## src/rtl/guard_reset_ctrl_if.sv

```systemverilog
// Signal bundle between the read/write guards, software ack and the recovery sequencer.
// Requests are levels held by the guards until reset_clear_o; sw_ack_i and reset_clear_o are one-cycle pulses.
interface guard_reset_ctrl_if #(
    parameter int CntWidth = 8
);
    logic                rd_reset_req_i;
    logic                wr_reset_req_i;
    logic                outstanding_i;
    logic                sw_ack_i;
    logic                isolate_o;
    logic                slv_rst_o;
    logic                reset_clear_o;
    logic                irq_o;
    logic                busy_o;
    logic [2:0]          state_o;
    logic [2:0]          cause_o;
    logic [CntWidth-1:0] reset_count_o;

    modport master (
        output rd_reset_req_i, wr_reset_req_i, outstanding_i, sw_ack_i,
        input  isolate_o, slv_rst_o, reset_clear_o, irq_o, busy_o, state_o, cause_o, reset_count_o
    );

    modport slave (
        input  rd_reset_req_i, wr_reset_req_i, outstanding_i, sw_ack_i,
        output isolate_o, slv_rst_o, reset_clear_o, irq_o, busy_o, state_o, cause_o, reset_count_o
    );
endinterface

```

## src/rtl/guard_reset_ctrl.sv

```systemverilog
// Slave recovery sequencer: isolate, drain (bounded), timed slave reset, clear pulse to guards,
// then interrupt held until software acknowledges. Moore machine; outputs come from registers only.
module guard_reset_ctrl #(
    parameter int HoldCycles   = 16,
    parameter int DrainTimeout = 256,
    parameter int CntWidth     = 8
) (
    input logic               clk_i,
    input logic               rst_i,
    guard_reset_ctrl_if.slave bus
);
    typedef enum logic [2:0] {
        ST_IDLE     = 3'd0,
        ST_ISOLATE  = 3'd1,
        ST_DRAIN    = 3'd2,
        ST_RESET    = 3'd3,
        ST_CLEAR    = 3'd4,
        ST_WAIT_ACK = 3'd5
    } state_t;

    localparam int DrainW = $clog2(DrainTimeout + 1);
    localparam int HoldW  = $clog2(HoldCycles + 1);
    localparam logic [DrainW-1:0] DrainLast = DrainW'(DrainTimeout - 1);
    localparam logic [HoldW-1:0]  HoldLoad  = HoldW'(HoldCycles - 1);

    state_t              state_q;
    state_t              state_d;
    logic [DrainW-1:0]   drain_cnt;
    logic [HoldW-1:0]    hold_cnt;
    logic [2:0]          cause;
    logic [CntWidth-1:0] reset_count;
    logic                req_any;

    assign req_any = bus.rd_reset_req_i | bus.wr_reset_req_i;

    always_ff @(posedge clk_i or posedge rst_i) begin
        if (rst_i) begin
            state_q <= ST_IDLE;
        end else begin
            state_q <= state_d;
        end
    end

    always_comb begin
        state_d = state_q;
        case (state_q)
            ST_IDLE:     if (req_any) state_d = ST_ISOLATE;
            ST_ISOLATE:  state_d = ST_DRAIN;
            ST_DRAIN:    if (!bus.outstanding_i || drain_cnt == DrainLast) state_d = ST_RESET;
            ST_RESET:    if (hold_cnt == '0) state_d = ST_CLEAR;
            ST_CLEAR:    state_d = ST_WAIT_ACK;
            ST_WAIT_ACK: if (bus.sw_ack_i) state_d = ST_IDLE;
            default:     state_d = ST_IDLE;
        endcase
    end

    // Cause accumulates requests until the slave reset finishes; a clean drain exit wins over timeout.
    always_ff @(posedge clk_i or posedge rst_i) begin
        if (rst_i) begin
            drain_cnt   <= '0;
            hold_cnt    <= '0;
            cause       <= '0;
            reset_count <= '0;
        end else begin
            case (state_q)
                ST_IDLE: begin
                    if (req_any) cause <= {1'b0, bus.wr_reset_req_i, bus.rd_reset_req_i};
                end
                ST_ISOLATE: begin
                    cause[1:0] <= cause[1:0] | {bus.wr_reset_req_i, bus.rd_reset_req_i};
                    drain_cnt  <= '0;
                end
                ST_DRAIN: begin
                    cause[1:0] <= cause[1:0] | {bus.wr_reset_req_i, bus.rd_reset_req_i};
                    if (bus.outstanding_i) begin
                        if (drain_cnt == DrainLast) cause[2] <= 1'b1;
                        else drain_cnt <= drain_cnt + DrainW'(1);
                    end
                    if (state_d == ST_RESET) begin
                        hold_cnt <= HoldLoad;
                        if (reset_count != '1) reset_count <= reset_count + CntWidth'(1);
                    end
                end
                ST_RESET: begin
                    cause[1:0] <= cause[1:0] | {bus.wr_reset_req_i, bus.rd_reset_req_i};
                    if (hold_cnt != '0) hold_cnt <= hold_cnt - HoldW'(1);
                end
                default: begin
                end
            endcase
        end
    end

    always_comb begin
        bus.isolate_o     = 1'b0;
        bus.slv_rst_o     = 1'b0;
        bus.reset_clear_o = 1'b0;
        bus.irq_o         = 1'b0;
        bus.busy_o        = (state_q != ST_IDLE);
        case (state_q)
            ST_ISOLATE:  bus.isolate_o = 1'b1;
            ST_DRAIN:    bus.isolate_o = 1'b1;
            ST_RESET: begin
                bus.isolate_o = 1'b1;
                bus.slv_rst_o = 1'b1;
            end
            ST_CLEAR: begin
                bus.isolate_o     = 1'b1;
                bus.reset_clear_o = 1'b1;
            end
            ST_WAIT_ACK: bus.irq_o = 1'b1;
            default: begin
            end
        endcase
    end

    assign bus.state_o       = state_q;
    assign bus.cause_o       = cause;
    assign bus.reset_count_o = reset_count;
endmodule

```

## src/flat_wrapper.sv

```systemverilog
// flat-port wrapper written by rule: the top's interface ports become plain ports
module guard_reset_ctrl_flat 
#(
    parameter int HoldCycles   = 16,
    parameter int DrainTimeout = 256,
    parameter int CntWidth     = 8
)
  (clk_i, rst_i, bus_rd_reset_req_i, bus_wr_reset_req_i, bus_outstanding_i, bus_sw_ack_i, bus_isolate_o, bus_slv_rst_o, bus_reset_clear_o, bus_irq_o, bus_busy_o, bus_state_o, bus_cause_o, bus_reset_count_o);
  guard_reset_ctrl_if #(.CntWidth(CntWidth)) bus_i ();
  input logic clk_i;
  input logic rst_i;
  input wire logic [$bits(bus_i.rd_reset_req_i)-1:0] bus_rd_reset_req_i;
  input wire logic [$bits(bus_i.wr_reset_req_i)-1:0] bus_wr_reset_req_i;
  input wire logic [$bits(bus_i.outstanding_i)-1:0] bus_outstanding_i;
  input wire logic [$bits(bus_i.sw_ack_i)-1:0] bus_sw_ack_i;
  output wire logic [$bits(bus_i.isolate_o)-1:0] bus_isolate_o;
  output wire logic [$bits(bus_i.slv_rst_o)-1:0] bus_slv_rst_o;
  output wire logic [$bits(bus_i.reset_clear_o)-1:0] bus_reset_clear_o;
  output wire logic [$bits(bus_i.irq_o)-1:0] bus_irq_o;
  output wire logic [$bits(bus_i.busy_o)-1:0] bus_busy_o;
  output wire logic [$bits(bus_i.state_o)-1:0] bus_state_o;
  output wire logic [$bits(bus_i.cause_o)-1:0] bus_cause_o;
  output wire logic [$bits(bus_i.reset_count_o)-1:0] bus_reset_count_o;
  assign bus_i.rd_reset_req_i = bus_rd_reset_req_i;
  assign bus_i.wr_reset_req_i = bus_wr_reset_req_i;
  assign bus_i.outstanding_i = bus_outstanding_i;
  assign bus_i.sw_ack_i = bus_sw_ack_i;
  assign bus_isolate_o = bus_i.isolate_o;
  assign bus_slv_rst_o = bus_i.slv_rst_o;
  assign bus_reset_clear_o = bus_i.reset_clear_o;
  assign bus_irq_o = bus_i.irq_o;
  assign bus_busy_o = bus_i.busy_o;
  assign bus_state_o = bus_i.state_o;
  assign bus_cause_o = bus_i.cause_o;
  assign bus_reset_count_o = bus_i.reset_count_o;
  guard_reset_ctrl #(.HoldCycles(HoldCycles), .DrainTimeout(DrainTimeout), .CntWidth(CntWidth)) u_core (.clk_i(clk_i), .rst_i(rst_i), .bus(bus_i));
endmodule
```

## config.mk

```make
export PLATFORM = sky130hd
export DESIGN_NAME = guard_reset_ctrl_flat
export DESIGN_NICKNAME = d
export VERILOG_FILES = /design/src/rtl/guard_reset_ctrl_if.sv /design/src/rtl/guard_reset_ctrl.sv /design/src/flat_wrapper.sv
export SDC_FILE = /design/constraint.sdc
export NUM_CORES = 1
export LEC_CHECK = 0
export ABC_CLOCK_PERIOD_IN_PS = 2600
export CORE_UTILIZATION = 53
export CTS_CLUSTER_DIAMETER = 200
export CTS_CLUSTER_SIZE = 30
export DETAILED_ROUTE_END_ITERATION = 8
export PLACE_DENSITY_LB_ADDON = 0.3
export SLEW_MARGIN = 15
export SYNTH_ARGS = -nofsm -noshare
export SYNTH_HDL_FRONTEND = slang
export SYNTH_SLANG_ARGS = --single-unit
export TNS_END_PERCENT = 1
```

## constraint.sdc

```tcl
create_clock -name clk_i -period 2.6 [get_ports clk_i]
set_input_delay 0.65 -clock clk_i [delete_from_list [all_inputs] [get_ports clk_i]]
set_output_delay 0.65 -clock clk_i [all_outputs]
set_load 0.01 [all_outputs]
```

==> metrics.yaml, run 1 <==
grt_max_degree: 29
nets: 205
status: "finished, violations left"
final_cell_mix: "dfrtp_1 (26), clkdlybuf4s50_1 (24), nor2_1 (16)"
synth_nets: 176
r2r_setup_slack_ns: 0.35
syn-cell-area_um2: 1640
fin_util_pct: 69.2
layout_commonest_cell: "dfrtp_1"
required_ns: 1.95
grt_pass1_vias: 1437
grt_pass1_wl_um: 6360
synthTopCellsByArea: "dfrtp_1 (43%), ha_1 (3.8%), nor2_1 (3.7%)"
whs_ns: 0.524
synth-seq-cells: 28
overflow: 0
htreeDepth: 1
ant_nets: 0
fin_area_um2: 1960
drc: 1
skew_ns: 0.0163
insertion_delay_ns: 0.33
ir_drop_mv: 0.621
clockBufferDepth: 2
fp.dieArea_um2: 3310
critPathKind: "reg -> out"
worst_pin_slew_ns: 0.556
totalWireLength_um: 3700
setup_viol: 0
cap_viol_max_count: 0
synth_edf_count: 0
cellLeakagePower_nw: 0.791
cts.reportedPaths.clkPinSlew_ns: 0.16
track_usage_pct: 24.8
seq_area_frac_synth_pct: 42.8
tns_ns: 0
postSynth.asyncResetShare_pct: 100
cts_made_buffers: 3
cp-end-kind: "primary output"
coreArea_um2: 2830
power_mw: 1.68
dp_hpwl_um: 2740
dp.cells: 220
period_needed_ns: 2.46
synth_warnings: 0
synth.distinct_cells: 46
maxSlewHeadroom_pct: 62.8
arrival_ns: 1.81
firstDrtPassIters: 7
synth-main-ff-cell: "dfrtp_1"
cts_hold_buffers: 0
n_antenna_cell: 0
ios: 25
pre_cts_ws_ns: 0.292
area_growth_pct: 19.6
postCtsSetupRepairBufs: 0
root_buffer: "clkbuf_4"
synth_top_cell_by_area: "dfrtp_1"
drt_iter0_drc: 75
period_share_pct: 94.6
violations: "design-rule violations"
numPortBuffers: 24
synth.top_cell.area_share_pct: 42.8
max_freq_mhz: 407
row_count: 19
layout-drive-gt1-share_pct: 12.0
final_hold_viol_count: 0
slew_violations: 0
antenna_found_initial: 0
path_max_fanout: 12
setup_ws_ns: 0.141
start_util_pct: 57.9
placed_area_um2: 1930
rsz0062_at_grt: "no"
min_path_type: "reg -> reg"
clock-sinks: 28
power_density_nw_per_um2: 856
critPathLaunchType: "register"
gp_congestion: 0.915
vias_per_cell: 6.20
vias: 1382
die_x_um: 57.6
die_height_um: 57.6
syn_area_per_cell_um2: 9.92
instances_no_fill: 223
cts_tree: "built"
synthCells: 165
wl_per_cell_um: 16.6
## per-layer routing
metal / track usage, % / wire (µm) / up-vias
li1: - / - / 657
met2: 43.2 / 2010 / 30
met4: 11.5 / 63 / 0
met5: 0 / 0 / -
met3: 2.49 / 134 / 6
met1: 30.7 / 1490 / 689
## layout make-up
type | instances | area, µm²
multi-input combinational | 121 | 875
fill | 231 | 871
sequential | 28 | 703
timing repair buffer | 29 | 278
inverter | 11 | 41.3
tap | 31 | 38.8
clock buffer | 3 | 22.5
## flip-flops by register name (all words and copies together), names as in the netlist
register	cells
u_core.bus.reset_count_o	8
u_core.bus.state_o	3
u_core.bus.cause_o	3
u_core.drain_cnt	9
u_core.hold_cnt	5
## worst max-delay path, cell delays in order, from the launching register on
cell and delay (ns):
dfrtp_1 0.53, buf_4 0.26, xnor2_1 0.13, clkdlybuf4s50_1 0.55
## cells in the mapped netlist (all sizes together) (3+ instances only)
master and n:
a21oi 6, xnor2 6, nand2b 4, dfrtp 28, ha 5, nor3 8
a211oi 3, nand2 13, nor2 16, o22ai 3, buf 4, mux2 4
nand4b 5, nand3 6, o21ai 5, inv 11
## report_power, final
| group | switching, mW | internal (mW) | total (mW) |
|---|---|---|---|
| Combinational | 0.381 | 0.367 | 0.748 |
| Clock | 0.128 | 0.0544 | 0.182 |
| Sequential | 0.176 | 0.571 | 0.747 |
## worst paths after layout
check	cells past startpoint	endpoint	startpoint
worst max register to register	8	u_core.bus.reset_count_o[7]$_DFFE_PP0P_	u_core.drain_cnt[0]$_DFFE_PP0P_
min in group asynchronous	3	u_core.bus.state_o[2]$_DFF_PP0_	rst_i
max in group asynchronous	3	u_core.bus.reset_count_o[7]$_DFFE_PP0P_	rst_i
worst max-delay path	3	bus_isolate_o	u_core.bus.state_o[2]$_DFF_PP0_
worst min-delay path	1	u_core.hold_cnt[0]$_DFFE_PP0P_	u_core.hold_cnt[0]$_DFFE_PP0P_
worst min register to register	1	u_core.hold_cnt[0]$_DFFE_PP0P_	u_core.hold_cnt[0]$_DFFE_PP0P_
## repair_timing
item,4_1_cts,5_1_grt
setup endpoints to repair,0,2
endpoints found under the hold margin,0,0
resized for setup,0,3
## kinds of logic after synthesis
| group | count (synthesis) | share of synthesized area (%) |
|---|---|---|
| mux | 4 | 2.75 |
| flops | 28 | 42.8 |
| xor+xnor | 8 | 4.28 |
| fa+ha+maj | 5 | 3.82 |
| buf+inv | 16 | 4.05 |
| compound gates | 35 | 17.4 |
| simple gates | 69 | 24.9 |
Note: power is estimated with default switching activity, not from simulation.
==> run 2, diff against run 1 <==
Settings changed: GPL_TIMING_DRIVEN set to 0.
==> metrics.yaml, run 2 (same netlist as run 1, synthesis figures left out) <==
drc: 1
clock-sinks: 28
track_usage_pct: 23.0
drt_iter0_drc: 47
critical-path-max-stage-delay_ns: 0.57
start_util_pct: 57.9
slew_violations: 0
layout-drive-gt1-share_pct: 13.5
clockBufferDepth: 2
path_buf_inv: 3
violations: "design-rule violations"
final_hold_viol_count: 0
power_density_nw_per_um2: 845
grt_max_degree: 29
fillCellCount: 211
period_share_pct: 99.4
dp_hpwl_um: 2560
ir_drop_mv: 0.609
maxSlewHeadroom_pct: 59.5
path_max_fanout: 10
root_buffer: "clkbuf_4"
worst_pin_slew_ns: 0.606
period_needed_ns: 2.59
grt_pass1_vias: 1360
fin_util_pct: 69.5
rr_endpoint: "u_core.bus.reset_count_o[7]$_DFFE_PP0P_"
nets: 205
largest_reg_flops: 9
fin_area_um2: 1970
wl_per_cell_um: 15.8
skew_ns: 0.00493
totalWireLength_um: 3530
ios: 25
r2r_setup_slack_ns: 0.36
cts_tree: "built"
placed_area_um2: 1920
die_height_um: 57.6
arrival_ns: 1.94
regMostFlops: "u_core.drain_cnt"
cp.depth: 4
area_growth_pct: 20.1
critPathKind: "reg -> out"
coreArea_um2: 2830
cellLeakagePower_nw: 0.801
rr_worst_depth: 8
fp.dieArea_um2: 3310
critPathLaunch: "u_core.bus.state_o[2]$_DFF_PP0_"
vias_per_cell: 6.04
cp_top_family: "buffers and inverters"
grt_pass1_wl_um: 5970
crit_slowest_cell: "clkdlybuf4s50_1"
setup_viol: 0
vias: 1346
max_freq_mhz: 387
postCtsSetupRepairBufs: 0
min_path_type: "reg -> reg"
antenna_found_initial: 0
rsz0062_at_grt: "yes"
insertion_delay_ns: 0.32
cp-end-kind: "primary output"
ant_nets: 0
path_cells: "buf_2 > clkbuf_4 > nor2_2 > clkdlybuf4s50_1"
crit_end: "bus_slv_rst_o"
cts_made_buffers: 3
htreeDepth: 1
status: "finished, violations left"
final_cell_mix: "dfrtp_1 (27), clkdlybuf4s50_1 (23), nor2_1 (14)"
die_x_um: 57.6
cap_viol_max_count: 0
gp_congestion: 0.866
layout_commonest_cell: "dfrtp_1"
overflow: 0
required_ns: 1.95
firstDrtPassIters: 6
n_antenna_cell: 0
worstReg2RegStart: "u_core.drain_cnt[0]$_DFFE_PP0P_"
cts.reportedPaths.clkPinSlew_ns: 0.16
row_count: 19
numPortBuffers: 24
critPathLaunchType: "register"
==> run 2: per-layer routing <==
metal,vias to the layer above,GRT usage (%),routed length [µm]
li1,657,-,-
met2,29,36.9,1740
met1,658,31.5,1630
met5,-,0,0
met3,2,2.95,129
met4,0,9.06,23
==> run 2: through the flow <==
stage | std cells | power (mW) | hold slack (ns) | setup WS (ns) | TNS (ns)
after global routing | 223 | 1.78 | 0.531 | -0.0587 | -0.125
final | 223 | 1.66 | 0.503 | 0.0149 | 0
after global placement | 220 | 1.43 | 0.455 | 0.243 | 0
after CTS | 223 | 1.65 | 0.509 | -0.00186 | -0.00186
after detailed placement | 220 | 1.46 | 0.475 | 0.182 | 0
after floorplan | 165 | 1.21 | 0.454 | 0.644 | 0
==> run 2: layout make-up <==
class,count,area (µm²),share of cell area [%]
repair buffers,24,243,12.3
multi-input cells,121,886,45.1
inverters,11,41.3,2.10
clock buffers,3,22.5,1.15
well taps,31,38.8,1.97
plain buffers,5,32.5,1.65
flip-flops and latches,28,702,35.7
==> run 2: how the worst min path moves through the flow <==
stage                                            from                                end  slack (ns)  cells after the start
floorplan              u_core.hold_cnt[0]$_DFFE_PP0P_     u_core.hold_cnt[0]$_DFFE_PP0P_        0.45                      1
global placement    u_core.bus.cause_o[2]$_DFFE_PP0P_  u_core.bus.cause_o[2]$_DFFE_PP0P_        0.46                      2
detailed placement  u_core.bus.cause_o[2]$_DFFE_PP0P_  u_core.bus.cause_o[2]$_DFFE_PP0P_        0.48                      2
CTS                 u_core.bus.cause_o[2]$_DFFE_PP0P_  u_core.bus.cause_o[2]$_DFFE_PP0P_        0.51                      2
global route        u_core.bus.cause_o[2]$_DFFE_PP0P_  u_core.bus.cause_o[2]$_DFFE_PP0P_        0.53                      2
finish              u_core.bus.cause_o[2]$_DFFE_PP0P_  u_core.bus.cause_o[2]$_DFFE_PP0P_        0.50                      2
==> run 2: timing repair <==
action	4_1_cts	5_1_grt
setup endpoints to repair	4	5
pin swaps	0	0
gates resized for setup	4	7
hold buffers	0	0
==> run 2: report_power, final <==
part | switching, mW | total (mW) | internal, mW
sequential | 0.158 | 0.727 | 0.569
clock | 0.131 | 0.185 | 0.0543
combinational | 0.389 | 0.749 | 0.360
total | 0.678 | 1.66 | 0.984
==> run 2: tightest hold or removal path: stages, from the launching register on <==
cell and delay, ns:
dfrtp_1 0.39, nand2_1 0.05, nand2_1 0.05
